$ cat config.mk
export PLATFORM = sky130hd
export DESIGN_NAME = distribute_1xn_mcast_pipe_flat
export DESIGN_NICKNAME = d
export VERILOG_FILES = /design/src/rtl/distribute_1xn_mcast_pipe_pkg.sv /design/src/rtl/distribute_1xn_mcast_pipe_if.sv /design/src/rtl/distribute_1xn_mcast_pipe_lane_ctrl.sv /design/src/rtl/distribute_1xn_mcast_pipe.sv /design/src/flat_wrapper.sv
export SDC_FILE = /design/constraint.sdc
export NUM_CORES = 1
export LEC_CHECK = 0
export ABC_AREA = 1
export BUFFER_PORTS_ARGS = -buffer_cell sky130_fd_sc_hd__clkbuf_2
export CAP_MARGIN = 5
export CORE_UTILIZATION = 44
export CTS_BUF_LIST = sky130_fd_sc_hd__clkbuf_8
export CTS_CLUSTER_SIZE = 30
export DETAILED_ROUTE_END_ITERATION = 6
export HOLD_SLACK_MARGIN = 0.15
export PLACE_DENSITY = 0.8
export SYNTH_ARGS = -nofsm -noshare
export SYNTH_HDL_FRONTEND = slang
export SYNTH_SLANG_ARGS = --single-unit
$ cat constraint.sdc
create_clock -name clk -period 1.4 [get_ports clk]
set_clock_uncertainty 0.05 [all_clocks]
set_input_delay 0.28 -clock clk [delete_from_list [all_inputs] [get_ports clk]]
set_output_delay 0.28 -clock clk [all_outputs]
set_load 0.01 [all_outputs]
$ cat src/rtl/distribute_1xn_mcast_pipe_pkg.sv
// ---------------------------------------------------------------------------
// distribute_pkg
// Shared constants for the 1xN multicast distributor:
//   NUM_OUT_MIN/NUM_OUT_MAX : legal range for the branch count
//   CMD_NONE                : destination mask value meaning "no branch"
//   dist_state_e            : IDLE (nothing pending) / BUSY (something pending)
//   bcast_mask()            : full-broadcast mask for a given branch count
// ---------------------------------------------------------------------------
package distribute_pkg;

    localparam int NUM_OUT_MIN = 2;
    localparam int NUM_OUT_MAX = 16;
    localparam int CMD_NONE    = 0;

    typedef enum logic [0:0] {
        ST_IDLE = 1'b0,
        ST_BUSY = 1'b1
    } dist_state_e;

    // Low n bits set; callers slice down to their own branch count.
    function automatic logic [NUM_OUT_MAX-1:0] bcast_mask(input int n);
        logic [NUM_OUT_MAX-1:0] m;
        m = {NUM_OUT_MAX{1'b0}};
        for (int k = 0; k < NUM_OUT_MAX; k++) begin
            m[k] = (k < n);
        end
        return m;
    endfunction

endpackage

$ cat src/rtl/distribute_1xn_mcast_pipe_if.sv
// ---------------------------------------------------------------------------
// distribute_1xn_mcast_pipe_if
// Handshake/bus bundle of the distributor. Signal names are from the
// distributor's point of view (i_* flow into it, o_* flow out of it).
//   i_valid, i_data_bus, i_cmd, i_en : upstream transaction + switch enable
//   o_ready                          : upstream acceptance
//   o_valid, o_data_bus              : per-branch valid / packed lane data
//   i_ready                          : per-branch downstream ready
// Modports: slave = the distributor, master = whatever drives it.
// ---------------------------------------------------------------------------
interface distribute_1xn_mcast_pipe_if #(
    parameter int DATA_WIDTH = 32,
    parameter int NUM_OUT    = 4
);
    logic                          i_valid;
    logic [DATA_WIDTH-1:0]         i_data_bus;
    logic [NUM_OUT-1:0]            i_cmd;
    logic                          i_en;
    logic                          o_ready;
    logic [NUM_OUT-1:0]            o_valid;
    logic [NUM_OUT*DATA_WIDTH-1:0] o_data_bus;
    logic [NUM_OUT-1:0]            i_ready;

    modport slave (
        input  i_valid, i_data_bus, i_cmd, i_en, i_ready,
        output o_ready, o_valid, o_data_bus
    );

    modport master (
        output i_valid, i_data_bus, i_cmd, i_en, i_ready,
        input  o_ready, o_valid, o_data_bus
    );
endinterface

$ cat src/rtl/distribute_1xn_mcast_pipe_lane_ctrl.sv
// ---------------------------------------------------------------------------
// distribute_lane_ctrl
// One output branch: owns the branch's pending bit and masks the shared
// held data so an idle lane shows all zeros.
//   clk, rst  : clock, synchronous active-high reset
//   i_load    : a transaction is accepted this cycle
//   i_sel     : this branch's bit of the accepted destination mask
//   i_ready   : downstream ready for this branch
//   i_data    : held payload shared by all branches
//   o_valid   : branch valid (== pending bit)
//   o_data    : held payload when pending, else zeros
// ---------------------------------------------------------------------------
module distribute_lane_ctrl #(
    parameter int DATA_WIDTH = 32
) (
    input  logic                  clk,
    input  logic                  rst,
    input  logic                  i_load,
    input  logic                  i_sel,
    input  logic                  i_ready,
    input  logic [DATA_WIDTH-1:0] i_data,
    output logic                  o_valid,
    output logic [DATA_WIDTH-1:0] o_data
);
    logic r_pend;

    // Pending bit: a new load wins over completing the old delivery.
    always_ff @(posedge clk) begin
        if (rst) begin
            r_pend <= 1'b0;
        end else if (i_load) begin
            r_pend <= i_sel;
        end else if (r_pend && i_ready) begin
            r_pend <= 1'b0;
        end else begin
            r_pend <= r_pend;
        end
    end

    assign o_valid = r_pend;
    assign o_data  = r_pend ? i_data : {DATA_WIDTH{1'b0}};
endmodule

$ cat src/rtl/distribute_1xn_mcast_pipe.sv
// ---------------------------------------------------------------------------
// distribute_1xn_mcast_pipe
// 1-to-N multicast distributor with a single registered transaction slot.
// An accepted payload is copied to every branch selected by i_cmd; each
// branch completes independently. A new transaction is accepted in the same
// cycle the last outstanding branch completes, so broadcast streams run at
// one transaction per cycle.
//   clk, rst : clock, synchronous active-high reset
//   bus      : distribute_1xn_mcast_pipe_if.slave handshake/data bundle
// Optional (macro DISTRIBUTE_STATS_EN):
//   o_pkt_cnt  : saturating count of accepts with a non-empty mask
//   o_drop_cnt : saturating count of accepts with an empty mask
// ---------------------------------------------------------------------------
module distribute_1xn_mcast_pipe
    import distribute_pkg::*;
#(
    parameter int DATA_WIDTH = 32,
    parameter int NUM_OUT    = 4,
    parameter int STAT_WIDTH = 16
) (
    input  logic                          clk,
    input  logic                          rst,
`ifdef DISTRIBUTE_STATS_EN
    output logic [STAT_WIDTH-1:0]         o_pkt_cnt,
    output logic [STAT_WIDTH-1:0]         o_drop_cnt,
`endif
    distribute_1xn_mcast_pipe_if.slave    bus
);
    localparam logic [NUM_OUT_MAX-1:0] BCAST_FULL = bcast_mask(NUM_OUT);
    localparam logic [NUM_OUT-1:0]     BCAST      = BCAST_FULL[NUM_OUT-1:0];

    if ((NUM_OUT < NUM_OUT_MIN) || (NUM_OUT > NUM_OUT_MAX) || (STAT_WIDTH < 1)) begin : g_bad_param
        $error("distribute_1xn_mcast_pipe: illegal NUM_OUT or STAT_WIDTH");
    end

    logic [DATA_WIDTH-1:0]         r_data;
    logic [NUM_OUT-1:0]            w_pend;
    logic [NUM_OUT*DATA_WIDTH-1:0] w_data_bus;
    logic [NUM_OUT-1:0]            w_cmd;
    logic                          w_accept;
    logic                          w_ready;
    dist_state_e                   w_state;

    assign w_cmd    = bus.i_cmd & BCAST;
    assign w_accept = bus.i_valid & bus.i_en & w_ready;

    // State is fully implied by the pending mask.
    always_comb begin
        w_state = ST_IDLE;
        if (|w_pend) begin
            w_state = ST_BUSY;
        end else begin
            w_state = ST_IDLE;
        end
    end

    // Ready when idle, or when every still-pending branch completes now.
    always_comb begin
        w_ready = 1'b0;
        case (w_state)
            ST_IDLE: w_ready = 1'b1;
            ST_BUSY: w_ready = ~|(w_pend & ~bus.i_ready);
            default: w_ready = 1'b0;
        endcase
    end

    // Held payload, shared by all lanes.
    always_ff @(posedge clk) begin
        if (rst) begin
            r_data <= {DATA_WIDTH{1'b0}};
        end else if (w_accept) begin
            r_data <= bus.i_data_bus;
        end else begin
            r_data <= r_data;
        end
    end

    for (genvar k = 0; k < NUM_OUT; k++) begin : g_lane
        distribute_lane_ctrl #(
            .DATA_WIDTH (DATA_WIDTH)
        ) u_lane (
            .clk     (clk),
            .rst     (rst),
            .i_load  (w_accept),
            .i_sel   (w_cmd[k]),
            .i_ready (bus.i_ready[k]),
            .i_data  (r_data),
            .o_valid (w_pend[k]),
            .o_data  (w_data_bus[k*DATA_WIDTH +: DATA_WIDTH])
        );
    end

    assign bus.o_ready    = w_ready;
    assign bus.o_valid    = w_pend;
    assign bus.o_data_bus = w_data_bus;

`ifdef DISTRIBUTE_STATS_EN
    logic [STAT_WIDTH-1:0] r_pkt_cnt;
    logic [STAT_WIDTH-1:0] r_drop_cnt;
    logic                  w_is_drop;

    assign w_is_drop = (w_cmd == NUM_OUT'(CMD_NONE));

    // Saturating accept counters, split by empty / non-empty mask.
    always_ff @(posedge clk) begin
        if (rst) begin
            r_pkt_cnt  <= {STAT_WIDTH{1'b0}};
            r_drop_cnt <= {STAT_WIDTH{1'b0}};
        end else if (w_accept && !w_is_drop && (r_pkt_cnt != {STAT_WIDTH{1'b1}})) begin
            r_pkt_cnt  <= r_pkt_cnt + STAT_WIDTH'(1);
            r_drop_cnt <= r_drop_cnt;
        end else if (w_accept && w_is_drop && (r_drop_cnt != {STAT_WIDTH{1'b1}})) begin
            r_pkt_cnt  <= r_pkt_cnt;
            r_drop_cnt <= r_drop_cnt + STAT_WIDTH'(1);
        end else begin
            r_pkt_cnt  <= r_pkt_cnt;
            r_drop_cnt <= r_drop_cnt;
        end
    end

    assign o_pkt_cnt  = r_pkt_cnt;
    assign o_drop_cnt = r_drop_cnt;
`endif
endmodule

$ cat src/flat_wrapper.sv
// flat-port wrapper written by rule: the top's interface ports become plain ports
module distribute_1xn_mcast_pipe_flat import distribute_pkg::*;
#(
    parameter int DATA_WIDTH = 32,
    parameter int NUM_OUT    = 4,
    parameter int STAT_WIDTH = 16
)
  (clk, rst, bus_i_valid, bus_i_data_bus, bus_i_cmd, bus_i_en, bus_i_ready, bus_o_ready, bus_o_valid, bus_o_data_bus);
  distribute_1xn_mcast_pipe_if #(.DATA_WIDTH(DATA_WIDTH), .NUM_OUT(NUM_OUT)) bus_i ();
  input  logic clk;
  input  logic rst;
  input wire logic [$bits(bus_i.i_valid)-1:0] bus_i_valid;
  input wire logic [$bits(bus_i.i_data_bus)-1:0] bus_i_data_bus;
  input wire logic [$bits(bus_i.i_cmd)-1:0] bus_i_cmd;
  input wire logic [$bits(bus_i.i_en)-1:0] bus_i_en;
  input wire logic [$bits(bus_i.i_ready)-1:0] bus_i_ready;
  output wire logic [$bits(bus_i.o_ready)-1:0] bus_o_ready;
  output wire logic [$bits(bus_i.o_valid)-1:0] bus_o_valid;
  output wire logic [$bits(bus_i.o_data_bus)-1:0] bus_o_data_bus;
  assign bus_i.i_valid = bus_i_valid;
  assign bus_i.i_data_bus = bus_i_data_bus;
  assign bus_i.i_cmd = bus_i_cmd;
  assign bus_i.i_en = bus_i_en;
  assign bus_i.i_ready = bus_i_ready;
  assign bus_o_ready = bus_i.o_ready;
  assign bus_o_valid = bus_i.o_valid;
  assign bus_o_data_bus = bus_i.o_data_bus;
  distribute_1xn_mcast_pipe #(.DATA_WIDTH(DATA_WIDTH), .NUM_OUT(NUM_OUT), .STAT_WIDTH(STAT_WIDTH)) u_core (.clk(clk), .rst(rst), .bus(bus_i));
endmodule
**Yosys cells after proc, flatten, opt, wreduce, memory -nomap -nowiden**

Cells that the tools add are included.

- Output and inout port bits: 133
- Logic and storage cells: 35
- Input bits: 44
- Bits in registers: 36

- Bitwise operators: 5
- Muxes and demuxes: 14
- Reductions and logical operators: 11

Operators by type and width:

| kind | count |
|---|---|
| $mux W32 | 4 |
| $mux W1 | 9 |
| $reduce_bool A2 Y1 | 4 |
| $reduce_or A4 Y1 | 2 |
| $and A4 B4 Y4 | 1 |
| $logic_and A1 B1 Y1 | 4 |
| $not A4 Y4 | 1 |
| $and A1 B1 Y1 | 2 |
| $pmux W1 S2 | 1 |
| $logic_not A1 Y1 | 1 |
| $not A1 Y1 | 1 |

**Logic depth before layout (Yosys ltp)**

- Depth in word-level cells: 7
- Gate-level depth with buffers: 8
- Depth with buffers taken out: 7

**Modules after synthesis**

A second synthesis with hierarchy kept.

- Cell total of the unflattened synthesis: 527
- Area, all modules: 2984.1 um2

By module, submodules not included:

| module | area each (um2) | seq. area each (um2) | cells each | times used |
|---|---|---|---|---|
| distribute_1xn_mcast_pipe | 1537.7 | 640.6 | 223 | 1 |
| distribute_lane_ctrl | 361.6 | 20.0 | 76 | 4 |

**Worst setup path before layout**

OpenSTA, ideal clock, no wires.

- Kind: reg-to-output
- Start: register u_core.g_lane[0].u_lane.r_pend
- End: output port bus_o_ready
- Cell stages (with the launch flop): 6
- Arrival: 0.932 ns
- Path slack: 0.138 ns
- Path buffers: 2
- Required time: 1.070 ns
- Cell sequence: dfxtp_1 -> buf_2 -> nand2_2 -> nand2_2 -> nor2_8 -> buf_6

- Longest elaborated chain between the ends: 4
- Elaborated cells between the ends (all ways): 7
- Those cells by class: 2 x mux; 2 x bitwise; 3 x reduce/logical

RTL lines:

| item | line | RTL |
|---|---|---|
| start, declared | distribute_1xn_mcast_pipe_lane_ctrl.sv:25 | `logic r_pend;` |
| start signal, assigned | distribute_1xn_mcast_pipe_lane_ctrl.sv:32 | `r_pend <= i_sel;` |
| start signal, assigned | distribute_1xn_mcast_pipe_lane_ctrl.sv:36 | `r_pend <= r_pend;` |
| $and A4 B4 Y4 or $reduce_or A4 Y1 (tied branches) | distribute_1xn_mcast_pipe.sv:62, distribute_1xn_mcast_pipe.sv:50 |  |
| $reduce_or A4 Y1 or $mux W1 (tied branches) | distribute_1xn_mcast_pipe.sv:62, distribute_1xn_mcast_pipe.sv:50 |  |
| $logic_not A1 Y1 or $not A1 Y1 (tied branches) | distribute_1xn_mcast_pipe.sv:62, distribute_1xn_mcast_pipe.sv:60 |  |
| $pmux W1 S2 * | distribute_1xn_mcast_pipe.sv:60 | `case (w_state)` |
| end, declared | flat_wrapper.sv:17 | `output wire logic [$bits(bus_i.o_ready)-1:0] bus_o_ready;` |

Mark *: on every way between the ends. The rest lies on a longest branch, timed or not.

**Worst setup path after layout**

- Start: register u_core.g_lane[2].u_lane.r_pend
- End: output port bus_o_ready

- Longest elaborated chain between the ends: 4
- Elaborated cells between the ends (all ways): 7
- Those cells by class: 2 x mux; 2 x bitwise; 3 x reduce/logical

RTL lines:

| item | line |
|---|---|
| start, declared | distribute_1xn_mcast_pipe_lane_ctrl.sv:25 |
| start signal, assigned | distribute_1xn_mcast_pipe_lane_ctrl.sv:32 |
| start signal, assigned | distribute_1xn_mcast_pipe_lane_ctrl.sv:36 |
| $and A4 B4 Y4 or $reduce_or A4 Y1 (tied branches) | distribute_1xn_mcast_pipe.sv:62, distribute_1xn_mcast_pipe.sv:50 |
| $reduce_or A4 Y1 or $mux W1 (tied branches) | distribute_1xn_mcast_pipe.sv:62, distribute_1xn_mcast_pipe.sv:50 |
| $logic_not A1 Y1 or $not A1 Y1 (tied branches) | distribute_1xn_mcast_pipe.sv:62, distribute_1xn_mcast_pipe.sv:60 |
| $pmux W1 S2 * | distribute_1xn_mcast_pipe.sv:60 |

Marked as above.

==> results.ini <==
[outcome]
outcome = finished with violations
violations = setup timing

[routing]
first_iter_violations = 154
remaining_drc_errors = 0
num_vias = 3484
vias_per_cell = 4.50
ant_nets = 0
firstDrtPassIters = 4
wire_per_inst_um = 12.6
finalWirelength_mm = 9.73

[timing]
worstMarginPinSlew_ps = 385
final_max_slew_viol_count = 0
hold_viol_final = 0
relSlewSlack_pct = 74.4
period_share_pct = 106
rsz0062_at_grt = yes
setup_violations = 119
min_period_ps = 1490
setup_slack_ps = -89.9
max_freq_mhz = 671

[clock_network]
clk_path_buf_depth = 2
cts.htree.levels = 2
root_buffer = clkbuf_8
clk-insertion-delay-late_ps = 280
numClockSinks = 36
cts_hold_buf = 0
cts_tree = done
numCtsBuffers = 5
path_clk_slew_ps = 70

[die]
die_height_um = 81.1
core-area_mm2 = 0.00599
die_w_um = 81.1
placementRows = 28
ios = 177
die-area_mm2 = 0.00658
start_util_pct = 45.9

[synth]
yosys_most_used_dff = dfxtp_1
synth-edff-count = 0
synth_top_area_cell = dfxtp_1
synth_common_cells = 172 x inv_1, 167 x nand2_1
synthCells = 527
synth_top_area_share_pct = 26.2
synth_area_per_cell_um2 = 5.22
netlist_area_mm2 = 0.00275
yosysWarnings = 0
synthTopCellsByArea = dfxtp_1 26%, inv_1 23%, nand2_1 23%, a21oi_1 6.5%, nand3_1 6.5%
synth_nets = 571
synthArstFlopShare_pct = 0
synth.distinct_cells = 15
synth-seq-cells = 36
synth_most_common_cell = inv_1
ys_seq_area_share_pct = 26.2

[power_and_ir_drop]
irDropWorstVdd_mv = 0.466
p_leak_nw = 3.61
total_power_mw = 3.07
powerDensity_mw_per_mm2 = 671

[grt]
grt_pass1_vias = 2618
grt_max_degree = 43
grt_util_met2_pct = 43.7
overflow = 0
gr-usage-met3_pct = 3.60
grt_pass1_wl_mm = 12.2
busiest_layer = met2
grt_util_all_layers_pct = 24.1
antenna_found_initial = 0
use_met1_pct = 28.5

[setup_path]
end_kind = primary output
worstPathArrival_ps = 1160
crit_fanout = 5
slowest_stage = dfxtp_4
crit_type = flip-flop to primary output
path_buf_inv = 1
crit_family = flip-flops
crit_path_cell_trace = nand2_2 -> nand2_4 -> nor2_8 -> clkbuf_8
max_stage_delay_ps = 390
worstSetupStartpointType = flip-flop
crit_required_ps = 1070

[min_path]
min_path_type = input pin to flip-flop

[final_layout]
antenna_cells = 0
fillers = 478
fin_util_pct = 76.4
nets = 743
register_area_um2 = 737
area_growth_syn_to_layout_pct = 66.2
fin_cells = 775
drive_above_1_share_pct = 41.7
multi_input_area_mm2 = 0.00138

[placement]
place_congestion = 0.809
portBuffers = 176
placed_cells = 753
dp_hpwl_mm = 5.48

[run]
cap_violations = 0

## final cells by class
class	count	area share (%)
Timing Repair Buffer	202	35.1
Clock inverter	3	0.848
Clock buffer	5	1.50
Multi-Input combinational cell	280	30.1
Sequential cell	36	16.1
Tap cell	75	2.05
Inverter	174	14.3
## worst register-to-register path, stage by stage (launching register included)
cell and delay, ps:
dfxtp_4 390, nand2_2 110, nand2_4 70, nor2_8 140, buf_8 170, clkbuf_16 200
a21oi_1 70, nor2_1 120
## layer usage
| layer | vias to the layer above | wire length (um) |
|---|---|---|
| li1 | 1798 | - |
| met1 | 1532 | 3790 |
| met2 | 140 | 5090 |
| met3 | 14 | 697 |
| met4 | 0 | 160 |
| met5 | - | 0 |
## report_power, final
group / switching [mW] / total, mW / internal [mW]
clock: 0.368 / 0.890 / 0.521
sequential: 0.150 / 1.25 / 1.10
combinational: 0.480 / 0.927 / 0.447
total: 0.998 / 3.07 / 2.07
## cell usage in the layout, fill, tap and decap left out
master     instances
a21oi_1           32
a21oi_2            4
buf_12             7
buf_16             2
buf_2             91
buf_4              5
buf_6             34
buf_8              5
bufinv_16          1
clkbuf_16          8
clkbuf_2          49
clkbuf_8           6
clkinv_1           1
clkinv_2           1
dfxtp_1           31
dfxtp_2            1
dfxtp_4            4
inv_1            143
inv_2             31
nand2_1          129
nand2_2           22
nand2_4           20
nand3_1           36
nor2_1            36
nor2_8             1
## state kept, by name (all words and copies together), names as in the netlist
register / cells
u_core.g_lane.u_lane.o_valid: 4
u_core.r_data: 32
## cell families (layout without fill, tap and decap cells)
logic type / Yosys count / count (layout) / synth area share [%]
DFF: 36 / 36 / 26.2
buffers and inverters: 211 / 384 / 31.4
and+or+nand+nor: 244 / 244 / 35.9
AOI/OAI and AO/OA: 36 / 36 / 6.55
## path summary, 6_finish.rpt
check,from,end,slack [ps],cells past startpoint
max,u_core.g_lane[2].u_lane.o_valid,bus_o_ready,-90,4
min,bus_i_cmd[1],u_core.g_lane[1].u_lane.o_valid,240,5
min reg2reg,u_core.r_data[19],u_core.r_data[19],510,2
max reg2reg,u_core.g_lane[2].u_lane.o_valid,u_core.r_data[25],-10,7
## stage by stage
step           hold slack [ps]  area [um2]  setup TNS, ps  setup WS, ps
4_1_cts                    234        3880          -3160         -57.7
2_1_floorplan              449        2750              0           138
3_5_place_dp               486        3670              0          66.8
5_1_grt                    257        4570         -10550          -124
6_report                   244        4570          -3090         -89.9
3_3_place_gp               477        3670              0           103
## timing repair
action                                  in CTS  in global routing
pin swaps                                    1                  4
endpoints found under the setup margin     131                156
buffers inserted                             1                  2
cloned                                       3                  8
gates resized for setup                     15                266
Note: power is estimated with default switching activity, not from simulation.
